==> src/rtl/mips_cycle_sequencer.sv <==
// mips_cycle_sequencer
//   Multi-cycle control FSM that walks one MIPS instruction at a time through
//   IF / ID / EX / MEM / WB. The path is chosen from the opcode in DECODE. The FSM
//   waits on the ALU and memory handshakes and issues the PC update on the
//   last cycle of every instruction. It stops on syscall or on a handshake
//   timeout. It can also stop on an illegal opcode.
//
//   Build option: define SEQ_ILLEGAL_TRAP_EN to trap unlisted opcodes into HALT
//   with illegal_err_o set. Without it they retire as a NOP and illegal_err_o
//   is tied to 0.
//
// Ports
//   clk, rst_n          clock (rising edge), asynchronous active-low reset
//   start_i             leave IDLE/HALT and begin fetching (ignored while busy)
//   opcode_i, funct_i   instr[31:26] / instr[5:0], sampled in DECODE
//   alu_done_i          ALU result valid, EXECUTE handshake
//   alu_zero_i          ALU zero flag, qualified by alu_done_i
//   mem_ready_i         memory access complete, FETCH/MEMORY handshake
//   if_en_o .. wb_en_o  stage enables, registered state decode
//   mem_wen_o           store strobe, high in MEMORY for sw
//   pc_we_o, pc_src_o   PC update on the exit cycle of an instruction
//                       pc_src_o: 0 pc+4, 1 branch target, 2 jump target
//   busy_o, halted_o    state is not IDLE/HALT; state is HALT
//   timeout_err_o       sticky, a handshake wait exceeded WAIT_LIMIT
//   illegal_err_o       sticky, illegal-opcode trap
//   retired_o           count of completed instructions (wraps)

module mips_cycle_sequencer #(
    parameter int unsigned WAIT_LIMIT = 16,
    parameter int unsigned CNT_W      = 32
) (
    input  logic             clk,
    input  logic             rst_n,
    input  logic             start_i,
    input  logic [5:0]       opcode_i,
    input  logic [5:0]       funct_i,
    input  logic             alu_done_i,
    input  logic             alu_zero_i,
    input  logic             mem_ready_i,
    output logic             if_en_o,
    output logic             id_en_o,
    output logic             ex_en_o,
    output logic             mem_en_o,
    output logic             mem_wen_o,
    output logic             wb_en_o,
    output logic             pc_we_o,
    output logic [1:0]       pc_src_o,
    output logic             busy_o,
    output logic             halted_o,
    output logic             timeout_err_o,
    output logic             illegal_err_o,
    output logic [CNT_W-1:0] retired_o
);

    localparam int unsigned WaitW = $clog2(WAIT_LIMIT + 1);

    typedef enum logic [2:0] {
        StIdle,
        StFetch,
        StDecode,
        StExecute,
        StMemory,
        StWriteback,
        StHalt
    } state_e;

    // Instruction class latched in DECODE to steer the later stages.
    typedef enum logic [2:0] {
        ClsAlu,
        ClsLoad,
        ClsStore,
        ClsBeq,
        ClsBne,
        ClsJal
    } cls_e;

    state_e             state_q, state_d;
    cls_e               cls_q, cls_d;
    logic [WaitW-1:0]   wait_q, wait_d;
    logic [CNT_W-1:0]   retired_q;
    logic               timeout_q;
    logic               if_en_q, id_en_q, ex_en_q, mem_en_q, mem_wen_q, wb_en_q;
    logic               busy_q, halted_q;
    logic               pc_we;
    logic [1:0]         pc_src;
    logic               set_timeout, clr_err;
    logic               wait_at_limit;
`ifdef SEQ_ILLEGAL_TRAP_EN
    logic               illegal_q;
    logic               set_illegal;
`endif

    // The last stalled cycle a wait may take. A handshake arriving in this
    // cycle still wins over the timeout.
    assign wait_at_limit = (wait_q == WaitW'(WAIT_LIMIT - 1));

    always_comb begin
        state_d     = state_q;
        cls_d       = cls_q;
        wait_d      = '0;
        pc_we       = 1'b0;
        pc_src      = 2'd0;
        set_timeout = 1'b0;
        clr_err     = 1'b0;
`ifdef SEQ_ILLEGAL_TRAP_EN
        set_illegal = 1'b0;
`endif
        unique case (state_q)
            StIdle: begin
                if (start_i) state_d = StFetch;
            end
            StHalt: begin
                if (start_i) begin
                    state_d = StFetch;
                    clr_err = 1'b1;
                end
            end
            StFetch: begin
                if (mem_ready_i) begin
                    state_d = StDecode;
                end else if (wait_at_limit) begin
                    state_d     = StHalt;
                    set_timeout = 1'b1;
                end else begin
                    wait_d = wait_q + WaitW'(1);
                end
            end
            StDecode: begin
                case (opcode_i) inside
                    6'h00: begin
                        if (funct_i == 6'h0C) begin
                            state_d = StHalt;  // syscall: stop without a PC update
                        end else begin
                            cls_d   = ClsAlu;
                            state_d = StExecute;
                        end
                    end
                    [6'h08:6'h0F]: begin
                        cls_d   = ClsAlu;
                        state_d = StExecute;
                    end
                    6'h23: begin
                        cls_d   = ClsLoad;
                        state_d = StExecute;
                    end
                    6'h2B: begin
                        cls_d   = ClsStore;
                        state_d = StExecute;
                    end
                    6'h04: begin
                        cls_d   = ClsBeq;
                        state_d = StExecute;
                    end
                    6'h05: begin
                        cls_d   = ClsBne;
                        state_d = StExecute;
                    end
                    6'h02: begin
                        pc_we   = 1'b1;
                        pc_src  = 2'd2;
                        state_d = StFetch;
                    end
                    6'h03: begin
                        cls_d   = ClsJal;
                        state_d = StWriteback;
                    end
                    default: begin
`ifdef SEQ_ILLEGAL_TRAP_EN
                        state_d     = StHalt;
                        set_illegal = 1'b1;
`else
                        pc_we   = 1'b1;
                        state_d = StFetch;
`endif
                    end
                endcase
            end
            StExecute: begin
                if (alu_done_i) begin
                    case (cls_q)
                        ClsLoad, ClsStore: state_d = StMemory;
                        ClsBeq: begin
                            pc_we   = 1'b1;
                            pc_src  = alu_zero_i ? 2'd1 : 2'd0;
                            state_d = StFetch;
                        end
                        ClsBne: begin
                            pc_we   = 1'b1;
                            pc_src  = alu_zero_i ? 2'd0 : 2'd1;
                            state_d = StFetch;
                        end
                        default: state_d = StWriteback;
                    endcase
                end else if (wait_at_limit) begin
                    state_d     = StHalt;
                    set_timeout = 1'b1;
                end else begin
                    wait_d = wait_q + WaitW'(1);
                end
            end
            StMemory: begin
                if (mem_ready_i) begin
                    if (cls_q == ClsStore) begin
                        pc_we   = 1'b1;
                        state_d = StFetch;
                    end else begin
                        state_d = StWriteback;
                    end
                end else if (wait_at_limit) begin
                    state_d     = StHalt;
                    set_timeout = 1'b1;
                end else begin
                    wait_d = wait_q + WaitW'(1);
                end
            end
            StWriteback: begin
                pc_we   = 1'b1;
                pc_src  = (cls_q == ClsJal) ? 2'd2 : 2'd0;
                state_d = StFetch;
            end
            default: state_d = StIdle;
        endcase
    end

    // Stage enables are registered copies of the next-state decode, so they
    // track the state register exactly.
    always_ff @(posedge clk or negedge rst_n) begin
        if (!rst_n) begin
            state_q   <= StIdle;
            cls_q     <= ClsAlu;
            wait_q    <= '0;
            retired_q <= '0;
            timeout_q <= 1'b0;
            if_en_q   <= 1'b0;
            id_en_q   <= 1'b0;
            ex_en_q   <= 1'b0;
            mem_en_q  <= 1'b0;
            mem_wen_q <= 1'b0;
            wb_en_q   <= 1'b0;
            busy_q    <= 1'b0;
            halted_q  <= 1'b0;
`ifdef SEQ_ILLEGAL_TRAP_EN
            illegal_q <= 1'b0;
`endif
        end else begin
            state_q   <= state_d;
            cls_q     <= cls_d;
            wait_q    <= wait_d;
            if_en_q   <= (state_d == StFetch);
            id_en_q   <= (state_d == StDecode);
            ex_en_q   <= (state_d == StExecute);
            mem_en_q  <= (state_d == StMemory);
            mem_wen_q <= (state_d == StMemory) && (cls_d == ClsStore);
            wb_en_q   <= (state_d == StWriteback);
            busy_q    <= (state_d != StIdle) && (state_d != StHalt);
            halted_q  <= (state_d == StHalt);
            if (pc_we) retired_q <= retired_q + CNT_W'(1);
            if (clr_err) begin
                timeout_q <= 1'b0;
            end else if (set_timeout) begin
                timeout_q <= 1'b1;
            end
`ifdef SEQ_ILLEGAL_TRAP_EN
            if (clr_err) begin
                illegal_q <= 1'b0;
            end else if (set_illegal) begin
                illegal_q <= 1'b1;
            end
`endif
        end
    end

    assign if_en_o       = if_en_q;
    assign id_en_o       = id_en_q;
    assign ex_en_o       = ex_en_q;
    assign mem_en_o      = mem_en_q;
    assign mem_wen_o     = mem_wen_q;
    assign wb_en_o       = wb_en_q;
    assign pc_we_o       = pc_we;
    assign pc_src_o      = pc_src;
    assign busy_o        = busy_q;
    assign halted_o      = halted_q;
    assign timeout_err_o = timeout_q;
    assign retired_o     = retired_q;
`ifdef SEQ_ILLEGAL_TRAP_EN
    assign illegal_err_o = illegal_q;
`else
    assign illegal_err_o = 1'b0;
`endif

endmodule

==> config.mk <==
export PLATFORM = sky130hd
export DESIGN_NAME = mips_cycle_sequencer
export DESIGN_NICKNAME = d
export VERILOG_FILES = /design/src/rtl/mips_cycle_sequencer.sv
export SDC_FILE = /design/constraint.sdc
export NUM_CORES = 1
export LEC_CHECK = 0
export CORE_MARGIN = 5
export CORE_UTILIZATION = 45
export DETAILED_ROUTE_END_ITERATION = 16
export PLACE_DENSITY = 0.76
export SLEW_MARGIN = 20
export SYNTH_ARGS = -nofsm -noshare
export SYNTH_HDL_FRONTEND = slang
export SYNTH_SLANG_ARGS = --single-unit
==> constraint.sdc <==
create_clock -name clk -period 2.3 [get_ports clk]
set_input_delay 0.46 -clock clk [delete_from_list [all_inputs] [get_ports clk]]
set_output_delay 0.46 -clock clk [all_outputs]
set_load 0.03 [all_outputs]
# After elaboration in Yosys (flattened, before gate mapping)
# Index checks and enable logic that the tools add are counted.
# classes
addsub,2
multipliers,0
n_div,0
n_lt_le_gt_ge,2
n_eq_ne,27
shifts,0
mux,65
bitwise_logic,0
reduce_logical,11
# op_table
op,n
2-to-1 mux 3 bit,25
"adder 32 x 1 -> 32 bit, second input constant",1
"== test 3 bit, second input constant",8
2-to-1 mux 1 bit,22
"== test 3 x 2 -> 1 bit, second input constant",7
case mux 3 bit (6 select lines),1
2-to-1 mux 2 bit,8
2-to-1 mux 5 bit,3
"== test 6 x 2 -> 1 bit, second input constant",2
"== test 6 x 3 -> 1 bit, second input constant",2
"== test 6 bit, second input constant",2
case mux 5 bit (2 select lines),1
"== test 3 x 1 -> 1 bit, second input constant",3
OR reduction 2 bit,4
"== test 6 x 4 -> 1 bit, second input constant",1
"greater-or-equal comparator 6 x 4 -> 1 bit, second input constant",1
"<= comparator 6 x 4 -> 1 bit, second input constant",1
zero test 6 bit,1
case mux 2 bit (3 select lines),1
case mux 3 bit (2 select lines),1
"adder 5 x 1 -> 5 bit, second input constant",1
"== test 5 x 4 -> 1 bit, second input constant",1
case mux 1 bit (2 select lines),2
case mux 1 bit (4 select lines),1
5 further kinds,7
# word_totals
reg_bits,52
latchBits,0
ram_bits,0
romBits,0
wordCells,120
n_memories,0

# Depth between registers and ports, before layout
# depth
depth_word,12
depth_mapped,9
mapped_depth_nobuf,7

# Worst setup path after synthesis
# OpenSTA, ideal clock, no wires.
# synth_timing
path_kind,input to output
start,input opcode_i[3]
end,output pc_we_o
arrival_time_ns,1.979
setup_slack_ns,-0.139
path_stages,6
path_cell_list,clkbuf_1 -> or4b_1 -> o22ai_1 -> nor4_4 -> or2_1 -> buf_2
# synth_via
elab_chain_cells,10
word_cells_on_any_way,19
# synth_lines
item,line,source
from (decl),35,"input logic [5:0] opcode_i,"
== test 6 x 2 -> 1 bit (no line),n/a,
2-to-1 mux 1 bit (7 in series),129,case (opcode_i) inside
2-to-1 mux 1 bit *,129,
case mux 1 bit (4 select lines) *,108,unique case (state_q)
to (decl),46,"output logic pc_we_o,"
# Every way passes the cells marked *; elsewhere a longest branch is shown, timed or not.

# Worst setup path after layout
# layout_timing
start,register cls_q[1]
end,output pc_we_o
# layout_via
elab_chain_cells,5
word_cells_on_any_way,9
# layout_lines
item,line,source
from (decl),78,"cls_e cls_q, cls_d;"
from (signal assigned),230,cls_q <= ClsAlu;
from (signal assigned),247,cls_q <= cls_d;
== test 3 bit or == test 3 x 2 -> 1 bit (tied branches),180,case (cls_q)
OR reduction 2 bit (no line),n/a,
2-to-1 mux 1 bit,180,
2-to-1 mux 1 bit,179,if (alu_done_i) begin
case mux 1 bit (4 select lines) *,108,
# Marks and branches as above.

==> key figures <==
Pwr
  • Switch share: 37.6%
  • Clock power share: 18.5%
  • Total net switching power: 0.00123 W
  • Seq pwr share: 36.9%
  • Peak VDD IR: 0.727 mV
  • Pwr per Cell Area: 784 mW/mm²
  • Pint: 0.00205 W
  • Leakage: 1.89 nW
  • Power consumption: 0.00328 W
  • Logic pwr share: 44.6%

Timing
  • Endpoints failing setup: 3
  • Fmax: 0.416 GHz
  • Final hold vios: 0
  • Setup TNS: -0.157 ns
  • Min setup slack post-route: -0.104 ns
  • Minimum clock period: 2.40 ns
  • RSZ-0062 raised after global routing: yes
  • Slew HR: 56.6%
  • Fin. max-slew vios: 0
  • Hold WS: 0.104 ns
  • Final period utilization: 105%
  • Worst Skew: 0.00527 ns
  • Slew at the pin with the worst max-slew slack: 0.651 ns

Worst setup path
  • CP Data Required Time: 1.84 ns
  • Crit path launch: cls_q[1]
  • Top delay family on crit path: flip-flops
  • Crit Path Category: flop to output pin
  • CP bufs+invs: 2
  • Worst path max stage delay: 0.46 ns
  • Worst r2r src: state_q[0]
  • Worst setup EP type: output pin
  • CP Max Fanout: 6
  • Critical path arrival: 1.94 ns
  • Critical Path, Cell by Cell: nor2b_1, a31oi_1, o22ai_1, buf_4, or2_1, buf_6
  • Nature of the critical path startpoint: flop
  • Slowest stage cell, crit path: dfrtp_1

Synth
  • Synth Area in XOR/XNOR: 11.1%
  • Post-Syn Instances: 274
  • Syn_nets: 294
  • Seq/Total Area, Yosys: 46.9%
  • Synth Area in Adders: 0.902%
  • Post-synth top flop: dfrtp_1
  • #FFs+latches synth: 52
  • YS warnings: 0
  • Unique masters post-synth: 57
  • Post-synthesis async set-or-reset flop share: 100%
  • Post-Synth Simple-Gate Area: 25.8%
  • Syn avg cell area: 10.1 µm²
  • Compound-Gate Fraction of Synth Area: 10.1%
  • Post-synth EDFFs: 0
  • Cell Area, Synth: 0.00277 mm²
  • Largest family of logic cells by synthesized area: simple AND/OR/NAND/NOR gates
  • Post-synthesis mux area share: 0.406%

Detailed routing
  • DR iter-0 viols: 83
  • Vias per cell: 5.35
  • DR vias: 2,407
  • Detailed Routing Iterations Pass 1: 4
  • DR WL/cell: 16.2 µm
  • Antenna viol nets, final: 0
  • Remaining DRCs: 0
  • WL final: 7.27 mm

Final layout
  • Area Overhead vs Synth: 50.7%
  • Ant diodes: 0
  • Ratio of cells with drive above 1 in the final layout: 26.7%
  • Layout Cells excl Fill: 450
  • Fin nets: 396

Placement
  • Final GP Congestion: 0.828
  • I/O Buffers: 61
  • Placed Instances: 435
  • DP HPWL: 5.04 mm

Clock network
  • Clk_lat worst skew: 0.31 ns
  • CTS Root Cell: clkbuf_8
  • Number of H-tree levels: 2
  • CTS Buf Count: 5
  • Sink Count: 52
  • CTS clk-pin slew, worst paths: 0.09 ns
  • CTS max path bufs: 2
  • CTS tree: done

Run status
  • Failing checks: negative setup slack
  • Outcome: complete, but fails checks

Floorplan
  • Starting Density: 46.6%
  • DIE AREA: 0.00783 mm²
  • Row cnt: 28
  • Core area: 0.00596 mm²
  • Die W: 88.5 µm
  • Die Span Y: 88.5 µm
  • I/O pin cnt: 63

GRT
  • GRT met3 Usage: 3.17%
  • Met2 GRT Util: 30.4%
  • Largest net degree at the start of global routing: 33
  • Vias in the first global route: 2,415
  • Antenna violations before repair: 0
  • First-pass GRT wire length: 11.2 mm
  • Busiest grt layer: met2
  • Total grt overflow: 0
  • GRT Total Usage: 18.2%
  • GR Util met1: 24.2%

Worst hold path
  • Hold crit path type: input port to async pin

Job
  • Max Cap Violations: 0
-- power groups by stage --
stage / Sequential [W] / Combinational, W / Clock [W]
global placement: 0.00120 / 0.00128 / 0
CTS: 0.00120 / 0.00136 / 0.000607
detailed placement: 0.00121 / 0.00131 / 0
floorplan: 0.00135 / 0.000620 / 0
finish: 0.00121 / 0.00146 / 0.000606
global route: 0.00124 / 0.00159 / 0.000645
-- metal layers --
layer	share of wire, %	up-vias
met5	0	-
met3	3.5	10
met4	1.4	0
met2	52	57
li1	-	1160
met1	44	1180
-- flip-flops by register name, indices dropped and copies added, names as in the netlist --
| register | count |
|---|---|
| busy_o | 1 |
| cls_q | 3 |
| ex_en_o | 1 |
| halted_o | 1 |
| id_en_o | 1 |
| if_en_o | 1 |
| mem_en_o | 1 |
| mem_wen_o | 1 |
| retired_o | 32 |
| state_q | 3 |
| timeout_err_o | 1 |
| wait_q | 5 |
| wb_en_o | 1 |
-- what timing repair did --
action | CTS | global route
resized for setup | 23 | 43
setup endpoints to repair | 28 | 18
hold buffers | 0 | 0
setup buffers | 3 | 4
pin swaps | 7 | 29
cloned | 0 | 2
-- stage by stage --
step	setup slack [ns]	area (µm²)	util, %
after global routing	-0.161	4180	70.2
after global placement	-0.418	3720	62.5
after detailed placement	-0.499	3720	62.5
after CTS	-0.0638	3890	65.4
after floorplan	0.00297	2790	-
final	-0.104	4180	70.2
-- logic make-up after synthesis --
kind of cell    Yosys count
flops                    52
fa+ha+maj                 2
simple gates            117
mux                       1
xor+xnor                 35
buf+inv                  28
other cells               1
compound gates           38
-- worst reg2reg max path: stages (launching register included) --
cell,delay [ns]
dfrtp_1,0.39
or3b_4,0.41
a221o_1,0.32
nor4_4,0.16
buf_4,0.18
o2111ai_4,0.17
buf_12,0.20
buf_4,0.14
nor3_4,0.11
xnor2_1,0.14
-- Yosys cell counts (3+ instances only) --
cell,instances,share of area [%]
a21oi_1,6,1.1
a31oi_1,3,0.68
and2_1,5,1.1
and3_1,5,1.1
and4_1,3,0.95
clkbuf_1,6,0.81
dfrtp_1,52,47
inv_1,16,2.2
nand2_1,13,1.8
nand2b_1,8,1.8
nand3_1,11,2.0
nand4_1,4,0.90
nand4b_1,3,0.95
nor2_1,25,3.4
nor2b_1,6,1.4
nor3_1,9,1.6
nor3_2,5,1.8
nor4_1,4,0.90
nor4b_1,3,0.95
o211ai_1,3,0.81
o21ai_0,6,1.1
xnor2_1,15,4.7
xor2_1,20,6.3
-- worst paths after layout --
path | slack, ns | cells after the start | endpoint
min | 0.10 | 1 | ex_en_o
max | -0.10 | 6 | pc_we_o
max in group asynchronous | 1.64 | 2 | cls_q[0]
min reg2reg | 0.48 | 1 | wait_q[0]
max reg2reg | 0 | 9 | retired_o[17]
min in group clk | 0.48 | 1 | wait_q[0]
-- area by class of cell --
type / count / area (µm²)
Clock buffer: 5 / 68.8
Clock inverter: 1 / 30.0
Fill cell: 458 / 1770
Inverter: 16 / 60.1
Multi-Input combinational cell: 194 / 1600
Sequential cell: 52 / 1300
Tap cell: 75 / 93.8
Timing Repair Buffer: 107 / 1020
-- cell usage in the layout (no fill, tap or decap), drive strengths merged, types with 2 or more instances in the layout --
cell           netlist  layout
a21oi                6       6
a221oi               2       2
a31oi                3       3
and2                 5       5
and3                 5       5
and4                 3       3
buf                  6      49
clkbuf               6       7
clkdlybuf4s15        0       3
clkdlybuf4s50        0      51
dfrtp               52      52
dlygate4sd2          0       2
ha                   2       2
inv                 16      16
nand2               13      13
nand2b               8       8
nand3               11      11
nand4                4       4
nand4b               3       3
nor2                25      25
nor2b                6       6
nor3                15      15
nor4                 7       7
nor4b                3       3
o2111ai              2       2
o211ai               3       3
o21ai                7       7
o22ai                2       2
o32ai                2       2
or2                  2       2
or4b                 2       2
xnor2               15      15
xor2                20      20
Note: power is estimated with default switching activity, not from simulation.
